### src/rtl/kbd_pkg.sv
// kbd_pkg: shared types and constants for the PS/2 Set-2 movement-key decoder.
//   kbd_state_t       : decoder FSM states
//   KBD_* constants   : protocol prefix/status bytes and extended arrow codes
//   KEY_*_BIT         : bit positions of W/A/D inside the 3-bit held-key vectors
//   kbd_arrow_map()   : one-hot held-key vector for an extended arrow code
package kbd_pkg;

  typedef enum logic [1:0] {
    IDLE,
    BRK,
    EXT,
    EXT_BRK
  } kbd_state_t;

  localparam logic [7:0] KBD_BREAK  = 8'hF0;
  localparam logic [7:0] KBD_EXT    = 8'hE0;
  localparam logic [7:0] KBD_BAT_OK = 8'hAA;
  localparam logic [7:0] KBD_ERR_FF = 8'hFF;
  localparam logic [7:0] KBD_ERR_00 = 8'h00;

  localparam logic [7:0] KBD_UP    = 8'h75;
  localparam logic [7:0] KBD_LEFT  = 8'h6B;
  localparam logic [7:0] KBD_RIGHT = 8'h74;

  localparam int unsigned KEY_W_BIT = 0;
  localparam int unsigned KEY_A_BIT = 1;
  localparam int unsigned KEY_D_BIT = 2;

  function automatic logic [2:0] kbd_arrow_map(input logic [7:0] code);
    logic [2:0] hit;
    hit = '0;
    case (code)
      KBD_UP:    hit[KEY_W_BIT] = 1'b1;
      KBD_LEFT:  hit[KEY_A_BIT] = 1'b1;
      KBD_RIGHT: hit[KEY_D_BIT] = 1'b1;
      default:   hit = '0;
    endcase
    return hit;
  endfunction

endpackage

### src/rtl/kbd_prefix_watchdog.sv
// kbd_prefix_watchdog: bounds how long a pending scancode prefix may wait.
//   clk_i    : system clock
//   rst_i    : synchronous active-high reset
//   run_i    : 1 while the decoder is waiting after a prefix byte
//   clear_i  : 1 when a byte is being processed (restarts the count)
//   expire_o : combinational, 1 in the cycle the wait limit is hit with no byte
// Counter is $clog2(TIMEOUT) bits and saturates at TIMEOUT-1.
module kbd_prefix_watchdog #(
  parameter int unsigned TIMEOUT = 65_000
) (
  input  logic clk_i,
  input  logic rst_i,
  input  logic run_i,
  input  logic clear_i,
  output logic expire_o
);

  localparam int unsigned CNT_W = $clog2(TIMEOUT);
  localparam logic [CNT_W-1:0] CNT_LAST = CNT_W'(TIMEOUT - 1);

  logic [CNT_W-1:0] cnt_q, cnt_d;

  always_comb begin
    cnt_d = cnt_q;
    if (clear_i || !run_i) begin
      cnt_d = '0;
    end else if (cnt_q != CNT_LAST) begin
      cnt_d = cnt_q + CNT_W'(1);
    end
  end

  always_ff @(posedge clk_i) begin
    if (rst_i) begin
      cnt_q <= '0;
    end else begin
      cnt_q <= cnt_d;
    end
  end

  // A byte in the expiry cycle takes priority, so clear_i masks expiry.
  assign expire_o = run_i && !clear_i && (cnt_q == CNT_LAST);

endmodule

### src/rtl/kbd_move_decoder.sv
// kbd_move_decoder: turns PS/2 Set-2 scancode bytes into level-held W/A/D
// movement key signals, tracking make/break (F0) and extended (E0) prefixes.
//   clk      : system clock
//   rst      : synchronous active-high reset
//   rx_data  : received scancode byte, valid with rx_valid
//   rx_valid : one-cycle strobe per received byte
//   key_w/a/d: 1 while the corresponding key is held
//   rx_err   : one-cycle pulse on protocol error, FF/00 status, or prefix timeout
// Optional build macro KBD_ARROW_KEYS_EN: E0-prefixed Up/Left/Right arrows are
// tracked as separate held bits and ORed onto key_w/key_a/key_d.
module kbd_move_decoder
  import kbd_pkg::*;
#(
  parameter logic [7:0]  CODE_W         = 8'h1D,
  parameter logic [7:0]  CODE_A         = 8'h1C,
  parameter logic [7:0]  CODE_D         = 8'h23,
  parameter int unsigned PREFIX_TIMEOUT = 65_000
) (
  input  logic       clk,
  input  logic       rst,
  input  logic [7:0] rx_data,
  input  logic       rx_valid,
  output logic       key_w,
  output logic       key_a,
  output logic       key_d,
  output logic       rx_err
);

  // Incoming bytes are captured first and decoded one cycle later, so a byte
  // strobed at edge N shows on the outputs at edge N+1.
  logic [7:0] byte_q;
  logic       vld_q;

  kbd_state_t state_q, state_d;
  logic [2:0] letter_q, letter_d;
  logic       err_q, err_d;
  logic [2:0] letter_hit;
  logic       status_byte;
  logic       expire;

`ifdef KBD_ARROW_KEYS_EN
  logic [2:0] arrow_q, arrow_d;
  logic [2:0] arrow_hit;
  logic [2:0] key_q;
  assign arrow_hit = kbd_arrow_map(byte_q);
`endif

  always_comb begin
    letter_hit            = '0;
    letter_hit[KEY_W_BIT] = (byte_q == CODE_W);
    letter_hit[KEY_A_BIT] = (byte_q == CODE_A);
    letter_hit[KEY_D_BIT] = (byte_q == CODE_D);
  end

  assign status_byte = (byte_q == KBD_ERR_FF) || (byte_q == KBD_ERR_00) ||
                       (byte_q == KBD_BAT_OK);

  kbd_prefix_watchdog #(
    .TIMEOUT(PREFIX_TIMEOUT)
  ) u_watchdog (
    .clk_i   (clk),
    .rst_i   (rst),
    .run_i   (state_q != IDLE),
    .clear_i (vld_q),
    .expire_o(expire)
  );

  always_comb begin
    state_d  = state_q;
    letter_d = letter_q;
    err_d    = 1'b0;
`ifdef KBD_ARROW_KEYS_EN
    arrow_d  = arrow_q;
`endif
    if (vld_q) begin
      if (status_byte) begin
        state_d  = IDLE;
        letter_d = '0;
        err_d    = (byte_q != KBD_BAT_OK);
`ifdef KBD_ARROW_KEYS_EN
        arrow_d  = '0;
`endif
      end else begin
        unique case (state_q)
          IDLE: begin
            if (byte_q == KBD_BREAK) begin
              state_d = BRK;
            end else if (byte_q == KBD_EXT) begin
              state_d = EXT;
            end else begin
              letter_d = letter_q | letter_hit;
            end
          end
          BRK: begin
            state_d = IDLE;
            if (byte_q == KBD_BREAK || byte_q == KBD_EXT) begin
              err_d = 1'b1;
            end else begin
              letter_d = letter_q & ~letter_hit;
            end
          end
          EXT: begin
            if (byte_q == KBD_BREAK) begin
              state_d = EXT_BRK;
            end else begin
              state_d = IDLE;
`ifdef KBD_ARROW_KEYS_EN
              arrow_d = arrow_q | arrow_hit;
`endif
            end
          end
          EXT_BRK: begin
            state_d = IDLE;
`ifdef KBD_ARROW_KEYS_EN
            arrow_d = arrow_q & ~arrow_hit;
`endif
          end
          default: state_d = IDLE;
        endcase
      end
    end else if (expire) begin
      // A lost break byte must not leave a key stuck, so drop everything.
      state_d  = IDLE;
      letter_d = '0;
      err_d    = 1'b1;
`ifdef KBD_ARROW_KEYS_EN
      arrow_d  = '0;
`endif
    end
  end

  always_ff @(posedge clk) begin
    if (rst) begin
      byte_q   <= '0;
      vld_q    <= 1'b0;
      state_q  <= IDLE;
      letter_q <= '0;
      err_q    <= 1'b0;
`ifdef KBD_ARROW_KEYS_EN
      arrow_q  <= '0;
      key_q    <= '0;
`endif
    end else begin
      byte_q   <= rx_data;
      vld_q    <= rx_valid;
      state_q  <= state_d;
      letter_q <= letter_d;
      err_q    <= err_d;
`ifdef KBD_ARROW_KEYS_EN
      arrow_q  <= arrow_d;
      key_q    <= letter_d | arrow_d;
`endif
    end
  end

`ifdef KBD_ARROW_KEYS_EN
  assign key_w = key_q[KEY_W_BIT];
  assign key_a = key_q[KEY_A_BIT];
  assign key_d = key_q[KEY_D_BIT];
`else
  assign key_w = letter_q[KEY_W_BIT];
  assign key_a = letter_q[KEY_A_BIT];
  assign key_d = letter_q[KEY_D_BIT];
`endif
  assign rx_err = err_q;

endmodule

### config.mk
export PLATFORM = sky130hd
export DESIGN_NAME = kbd_move_decoder
export DESIGN_NICKNAME = d
export VERILOG_FILES = /design/src/rtl/kbd_pkg.sv /design/src/rtl/kbd_prefix_watchdog.sv /design/src/rtl/kbd_move_decoder.sv
export SDC_FILE = /design/constraint.sdc
export NUM_CORES = 1
export LEC_CHECK = 0
export CORE_UTILIZATION = 57
export CTS_BUF_LIST = sky130_fd_sc_hd__clkbuf_4 sky130_fd_sc_hd__clkbuf_8
export DETAILED_ROUTE_END_ITERATION = 10
export PLACE_DENSITY = 0.78
export SLEW_MARGIN = 20
export SYNTH_ARGS = -nofsm -noshare
export SYNTH_HDL_FRONTEND = slang
export SYNTH_SLANG_ARGS = --single-unit
### constraint.sdc
create_clock -name clk -period 2.1 [get_ports clk]
set_input_delay 0.21 -clock clk [delete_from_list [all_inputs] [get_ports clk]]
set_output_delay 0.21 -clock clk [all_outputs]
set_load 0.02 [all_outputs]
# Word level (Yosys, flattened, before mapping)
# Cells that the tools add are included.
# W data, S select, Z words.
[totals] reg_bits=31 input_bits=11 elab_cells=63
[classes] addsub=1 n_eq_ne=18 muxes=19 bitwise=3 n_reduce_logical=16
[op_table] operator="$eq A8 B8 Y1 const B" count=4
[op_table] operator="$mux W3" count=6
[op_table] operator="$add A16 B1 Y16 const B" count=1
[op_table] operator="$eq A16 B16 Y1 const B" count=1
[op_table] operator="$eq A8 B5 Y1 const B" count=2
[op_table] operator="$ne A16 B16 Y1 const B" count=1
[op_table] operator="$mux W2" count=6
[op_table] operator="$ne A4 B4 Y1 const B" count=3
[op_table] operator="$eq A8 B6 Y1 const B" count=1
[op_table] operator="$logic_not A8 Y1" count=1
[op_table] operator="$ne A8 B8 Y1 const B" count=1
[op_table] operator="$pmux W2 S3" count=1
[op_table] operator="$pmux W3 S2" count=1
[op_table] operator="$mux W1" count=5
[op_table] operator="$ne A5 B5 Y1 const B" count=1
[op_table] operator="$reduce_and A5 Y1" count=1
[op_table] operator="$eq A2 B2 Y1 const B" count=2
[op_table] operator="$logic_or A1 B1 Y1" count=4
[op_table] operator="$ne A4 B1 Y1 const B" count=1
[op_table] operator="$reduce_bool A2 Y1" count=2
[op_table] operator="$reduce_or A2 Y1" count=2
[op_table] operator="$and A3 B3 Y3" count=1
[op_table] operator="$not A3 Y3" count=1
[op_table] operator="$or A3 B3 Y3" count=1
[op_table] operator="other kinds (5)" count=7

# Depth between registers and ports, before layout
# Gate-level depths: netlist (run 1).
[depth] word_depth=7 ltp_mapped=5

# By module
# A second synthesis (run 1) with hierarchy kept.
[hier_totals] cells_unflattened=165 hier_area_um2=1493.9
[modules_own_cells] mod="kbd_prefix_watchdog" n_inst=1 cells_each=95 area_each_um2=852.1 seq_area_each_um2=320.3
[modules_own_cells] mod="kbd_move_decoder" n_inst=1 cells_each=70 area_each_um2=641.9 seq_area_each_um2=300.3

# Worst setup path before layout (run 1)
# No wires, ideal clock.
[synth_path] path_kind="reg-to-reg" from="register byte_q[1]" to="register letter_q[1]" setup_ns=0.117 arrival_time_ns=1.620 required_ns=1.983 setup_slack_ns=0.363 path_stages_with_launch=5 path_buffers=0 period_less_slack_ns=1.737 cell_sequence="dfxtp_1 > or4_4 > nor4_2 > mux2_1 > a22o_1"
[synth_between] elab_chain_cells=7 elab_cells_between_ends=23 cone_classes="eq/ne (9); mux (6); bitwise (3); reduce/logical (5)"
[synth_lines] element="from (decl)" line="kbd_move_decoder.sv:31" text="logic [7:0] byte_q;"
[synth_lines] element="from (signal assigned)" line="kbd_move_decoder.sv:144" text="byte_q <= rx_data;"
[synth_lines] element="$eq A8 B5 Y1" line="kbd_move_decoder.sv:51" text="letter_hit[KEY_A_BIT] = (byte_q == CODE_A);"
[synth_lines] element="$or A3 B3 Y3 or $not A3 Y3 (tied branches)" line="kbd_move_decoder.sv:91, kbd_move_decoder.sv:99"
[synth_lines] element="$mux W3 or $and A3 B3 Y3 (tied branches)" line="kbd_move_decoder.sv:88, kbd_move_decoder.sv:99"
[synth_lines] element="$mux W3, on equally long branches" line="kbd_move_decoder.sv:86, kbd_move_decoder.sv:96"
[synth_lines] element="$pmux W3 S2" line="kbd_move_decoder.sv:84" text="unique case (state_q)"
[synth_lines] element="$mux W3" line="kbd_move_decoder.sv:76" text="if (status_byte) begin"
[synth_lines] element="$mux W3" line="kbd_move_decoder.sv:75" text="if (vld_q) begin"
[synth_lines] element="to (signal assigned)" line="kbd_move_decoder.sv:147" text="letter_q <= letter_d;"
[synth_lines] element="to (decl)" line="kbd_move_decoder.sv:35" text="logic [2:0] letter_q, letter_d;"
# Several ways; a longest one is shown, not always the timed one. The select of a mux whose other input is x is not followed.
# A chain may end at the register's enable or synchronous reset.

# Worst setup path in the final report (run 1)
# Same ends and word-level chain as after synthesis.

==> results of run 1 <==
==> worst paths after layout <==
path | end | depth (start not counted) | slack, ns | startpoint
min reg2reg | u_watchdog.cnt_q[15] | 2 | 0.50 | u_watchdog.cnt_q[15]
max | letter_q[1] | 4 | 0.28 | byte_q[1]
max reg2reg | letter_q[1] | 4 | 0.28 | byte_q[1]
min | byte_q[6] | 2 | 0.42 | rx_data[6]
==> cell type report <==
type / instances / area share (%)
multi-input combinational: 110 / 45.5
sequential: 31 / 37.5
timing repair buffer: 17 / 9.82
clock buffer: 6 / 2.72
tap: 28 / 2.11
inverter: 7 / 1.59
clock inverter: 2 / 0.755
==> worst register-to-register path, stage by stage (launching register included) <==
cell and delay [ns]:
dfxtp_1 0.35, or4_4 0.58, nor4_2 0.25, mux2_1 0.35, a22o_1 0.20
==> routing by layer <==
metal | vias up | share of wire [%]
met5 | - | 0
met4 | 0 | 1.8
met3 | 6 | 5.0
met2 | 33 | 45
met1 | 527 | 48
li1 | 582 | -
==> kinds of logic (layout without fill, tap and decap cells) <==
group | count (synthesis) | in the layout
AND/OR/NAND/NOR | 79 | 79
flip-flops | 31 | 31
AO/OA/AOI/OAI | 14 | 14
XOR/XNOR | 12 | 12
buffers and inverters | 9 | 32
multiplexers | 4 | 4
adder cells (fa/ha/maj) | 1 | 1
==> state kept, by name (all words and copies together) (netlist names) <==
register / count
state_q: 2
vld_q: 1
rx_err: 1
letter_q: 3
byte_q: 8
u_watchdog.cnt_q: 16
==> where the power goes <==
| group | leakage [nW] | switching, mW | internal, mW |
|---|---|---|---|
| combinational | 0.265 | 0.0300 | 0.0379 |
| sequential | 0.252 | 0.0153 | 0.600 |
| clock | 0.0317 | 0.206 | 0.142 |
| total | 0.549 | 0.251 | 0.780 |
==> layout by cell type, fill, tap and decap left out, drive strengths merged, types with 3 or more instances in the layout <==
| cell | Yosys | routed |
|---|---|---|
| nor2b | 9 | 9 |
| nand4 | 3 | 3 |
| nor3 | 9 | 9 |
| nor2 | 19 | 19 |
| buf | 0 | 3 |
| clkbuf | 2 | 6 |
| mux2 | 3 | 3 |
| dfxtp | 31 | 31 |
| xnor2 | 10 | 10 |
| nand2 | 9 | 9 |
| or3 | 3 | 3 |
| nand3 | 7 | 7 |
| a22o | 3 | 3 |
| inv | 7 | 7 |
| nor4 | 10 | 10 |
| clkdlybuf4s50 | 0 | 14 |
==> flow_summary.toml, run 1 <==
[cts]
insertion_delay_ns = 0.33
ctsHoldBuffers = 0
clk_pin_slew_worst_paths_ns = 0.10
clkSinkCount = 31
cts_root_buffer = "clkbuf_4"
cts_buffer_depth = 2
cts_setup_buffers = 0
cts_tree = "yes"
cts_resized = 0
numCtsBuffers = 5
htreeDepth = 2

[synth]
synth_top_cell_area_share_pct = 44.0
synth.distinct_cells = 38
synthTopCellsByCount = "dfxtp_1 (31), nor2_1 (19), xnor2_1 (10)"
ys_ff_latch = 31
yosys.area_share.adder_pct = 0.888
synth_top_family_by_area = "simple AND/OR/NAND/NOR gates"
synth_area_per_cell_um2 = 9.39
syn_nets = 162
syn_inst = 150
yosysTopAreaCell = "dfxtp_1"
synth-async-reset-ratio_pct = 0
synth_compound_area_share_pct = 8.17
yosys.area_share.simple_pct = 33.9
synth_xor_area_share_pct = 7.46
synthMuxAreaShare_pct = 3.11
yosys_warnings = 0
synth_ff_type = "dfxtp_1"
yosysMostFrequentCell = "dfxtp_1"
syn_area_um2 = 1410
yosysSeqAreaShare_pct = 44.0
synth.area.top_cells = "dfxtp_1 (44%), xnor2_1 (6.2%), nor2_1 (5.1%), nor2b_1 (4.0%), nor3_1 (3.2%)"
synth_edf_count = 0

[routing]
ant_nets = 0
vias = 1148
wl_per_cell_um = 13.0
wl_um = 2610
first_iter_violations = 39
drc = 0
detail_route.vias_per_cell = 5.71
dr.pass1.iters = 4

[grt]
grt_max_degree = 18
antenna_found_initial = 0
grt_pass1_vias = 993
grt_overflow = 0
busiest_layer = "met2"
use_met3_pct = 6.14
met1_usage_pct = 28.3
use_met2_pct = 34.6
grt_usage_pct = 22.3
grt_pass1_wl_um = 4250

[floorplanning]
die_h_um = 51.7
die_width_um = 51.7
ioPinCount = 15
fp.dieArea_um2 = 2670
start_util_pct = 61.9
num_rows = 17
design.core.area_um2 = 2280

[critical_path]
critical_path_required_ns = 2.33
cp_max_fo = 4
arrival_ns = 2.05
start_kind = "flop"
critPathKind = "reg -> reg"
cp_slowest_cell = "or4_4"
crit_family = "simple AND/OR/NAND/NOR gates"
path_buf_inv = 0
cpPeakStageDelay_ns = 0.58
end_kind = "flop"
crit_chain = "or4_4 > nor4_2 > mux2_1 > a22o_1"

[power]
vdd_ir_drop_max_mv = 0.575
p_total_mw = 1.03
p_leak_nw = 0.549
p_per_area_nw_per_um2 = 623

[placement]
place_inst = 193
portBuffers = 14
place_ws_ns = 0.308
gp_congestion = 0.884
detailed_place_hpwl_um = 1950
placed_area_um2 = 1600

[final_layout]
fin_util_pct = 72.8
postLayoutCellArea_um2 = 1660
finalNonFillerCells = 201
layout-area-overhead-vs-synth_pct = 17.6
regArea_um2 = 621
multi_input_area_um2 = 754
nNetsFinal = 184
drive_above_1_share_pct = 12.1
fill_cells = 177
diodes = 0

[timing]
final.min_clock_period_ns = 1.82
clock.fmax_mhz = 549
clock-skew-final_ns = 0.00469
layout_setup_ws_ns = 0.279
final.period_utilization_pct = 86.7
hold_violations = 0
slew_headroom_pct = 62.8
fin_tns_setup_ns = 0
maxSlewViolCount = 0
rsz0062_at_grt = "no"
worst_pin_slew_ns = 0.557
setup_viol = 0
whs_ns = 0.425

[job]
drv_cap = 0

[min_path]
hold_path_class = "in -> reg"

[run_status]
outcome = "finished clean"
No activity file was read; power rests on OpenSTA's default activity.
==> inputs of run 2 (changes only) <==
- CORE_MARGIN: not set -> 2
==> run 2 against run 1 <==
Sequential power hardly changed. Combinational power is 2% higher. First-iteration DRC count is 28% lower. Register-to-register slack better by 0.03 ns. Setup slack better by 0.034 ns. Via count is 0.61% lower. Clock skew is 0.0047 ns higher. Clock power is 16% higher. Highest routed layer unchanged.
==> flow_summary.toml, run 2 (same netlist as run 1, synthesis figures left out) <==
[grt]
grt_max_degree = 11
grt_pass1_vias = 981
busiest_layer = "met2"
use_met3_pct = 8.33
met1_usage_pct = 27.8
grt_pass1_wl_um = 4340
antenna_found_initial = 0
grt_overflow = 0
grt_usage_pct = 21.8
use_met2_pct = 32.3

[final_layout]
fill_cells = 196
top_regs = "u_watchdog.cnt_q: 16 flops, byte_q: 8 flops, letter_q: 3 flops"
final_cell_mix = "dfxtp_1 (31), nor2_1 (19), clkdlybuf4s50_1 (14), xnor2_1 (10)"
layout-area-overhead-vs-synth_pct = 19.4
drive_above_1_share_pct = 12.6
nNetsFinal = 185
regArea_um2 = 621
final_common_cell = "dfxtp_1"
diodes = 0
top_register = "u_watchdog.cnt_q"
multi_input_area_um2 = 754
largest_register_ffs = 16

[cts]
htreeDepth = 2
clkSinkCount = 31
clk_pin_slew_worst_paths_ns = 0.09
cts_root_buffer = "clkbuf_4"
numCtsBuffers = 5
insertion_delay_ns = 0.33
cts_resized = 0
cts_buffer_depth = 2
cts_setup_buffers = 0
cts_tree = "yes"
ctsHoldBuffers = 0

[routing]
first_iter_violations = 28
drc = 0
detail_route.vias_per_cell = 5.59
dr.pass1.iters = 4
wl_per_cell_um = 13.1
vias = 1141
wl_um = 2670
ant_nets = 0

[job]
drv_cap = 0

[floorplanning]
start_util_pct = 58.5
fp.dieArea_um2 = 2890
die_h_um = 53.7
num_rows = 18
die_width_um = 53.7
ioPinCount = 15
design.core.area_um2 = 2410

[min_path]
min_from = "rx_data[4]"
hold_path_class = "in -> reg"

[critical_path]
worstReg2RegStart = "byte_q[1]"
cp_max_fo = 4
arrival_ns = 2.02
crit_start = "byte_q[1]"
critical_path_required_ns = 2.33
critPathKind = "reg -> reg"
end_kind = "flop"
start_kind = "flop"

[timing]
whs_ns = 0.428
clock-skew-final_ns = 0.00935
maxSlewViolCount = 0
slew_headroom_pct = 66.8
worst_pin_slew_ns = 0.493
final.min_clock_period_ns = 1.79
fin_tns_setup_ns = 0
setup_viol = 0
final.period_utilization_pct = 85.1
hold_violations = 0
rsz0062_at_grt = "no"
clock.fmax_mhz = 559

[placement]
detailed_place_hpwl_um = 1960
gp_congestion = 0.795
portBuffers = 14

[power]
p_per_area_nw_per_um2 = 647
p_leak_nw = 0.564
vdd_ir_drop_max_mv = 0.480

[run_status]
outcome = "finished clean"
run 2: cell types whose count changed in the layout (fill, tap and decap cells not counted), sizes merged:
cell,previous run,this run
buf,3,4
clkinv,1,0
clkbuf,6,8
clkinvlp,1,0
run 2: critical path, stage by stage (launching register included):
cell	delay, ns
dfxtp_1	0.34
or4_4	0.57
nor4_2	0.24
mux2_1	0.35
a22o_1	0.20
run 2: per-layer routing:
layer | wire length, um | up-vias
li1 | - | 582
met1 | 1190 | 528
met2 | 1290 | 26
met3 | 136 | 5
met4 | 51 | 0
met5 | 0 | -
run 2: path summary, 6_finish.rpt:
kind,endpoint,slack (ns),cells past startpoint
worst max-delay path,letter_q[1],0.31,4
worst min-delay path,byte_q[4],0.43,2
worst max register to register,letter_q[1],0.31,4
worst min register to register,u_watchdog.cnt_q[15],0.49,2
run 2: through the flow:
step | utilization [%] | power, mW | instances | worst slack [ns] | instance area (um2)
finish | 69.8 | 1.09 | 204 | 0.313 | 1680
global route | 69.8 | 1.14 | 204 | 0.158 | 1680
CTS | 69.8 | 1.10 | 204 | 0.301 | 1680
detailed placement | 66.8 | 0.698 | 196 | 0.311 | 1610
global placement | 66.8 | 0.694 | 196 | 0.333 | 1610
floorplan | - | 0.666 | 150 | 0.363 | 1410
run 2: layout make-up:
type                       count  area share (%)
sequential                    31            36.9
multi-input combinational    110            44.9
timing repair buffer          18            10.1
clock buffer                   8            4.32
inverter                       7            1.56
tap                           30            2.23
run 2: where the power goes:
| group | internal, mW | switching [mW] |
|---|---|---|
| Combinational | 0.0390 | 0.0305 |
| Sequential | 0.600 | 0.0152 |
| Clock | 0.210 | 0.194 |
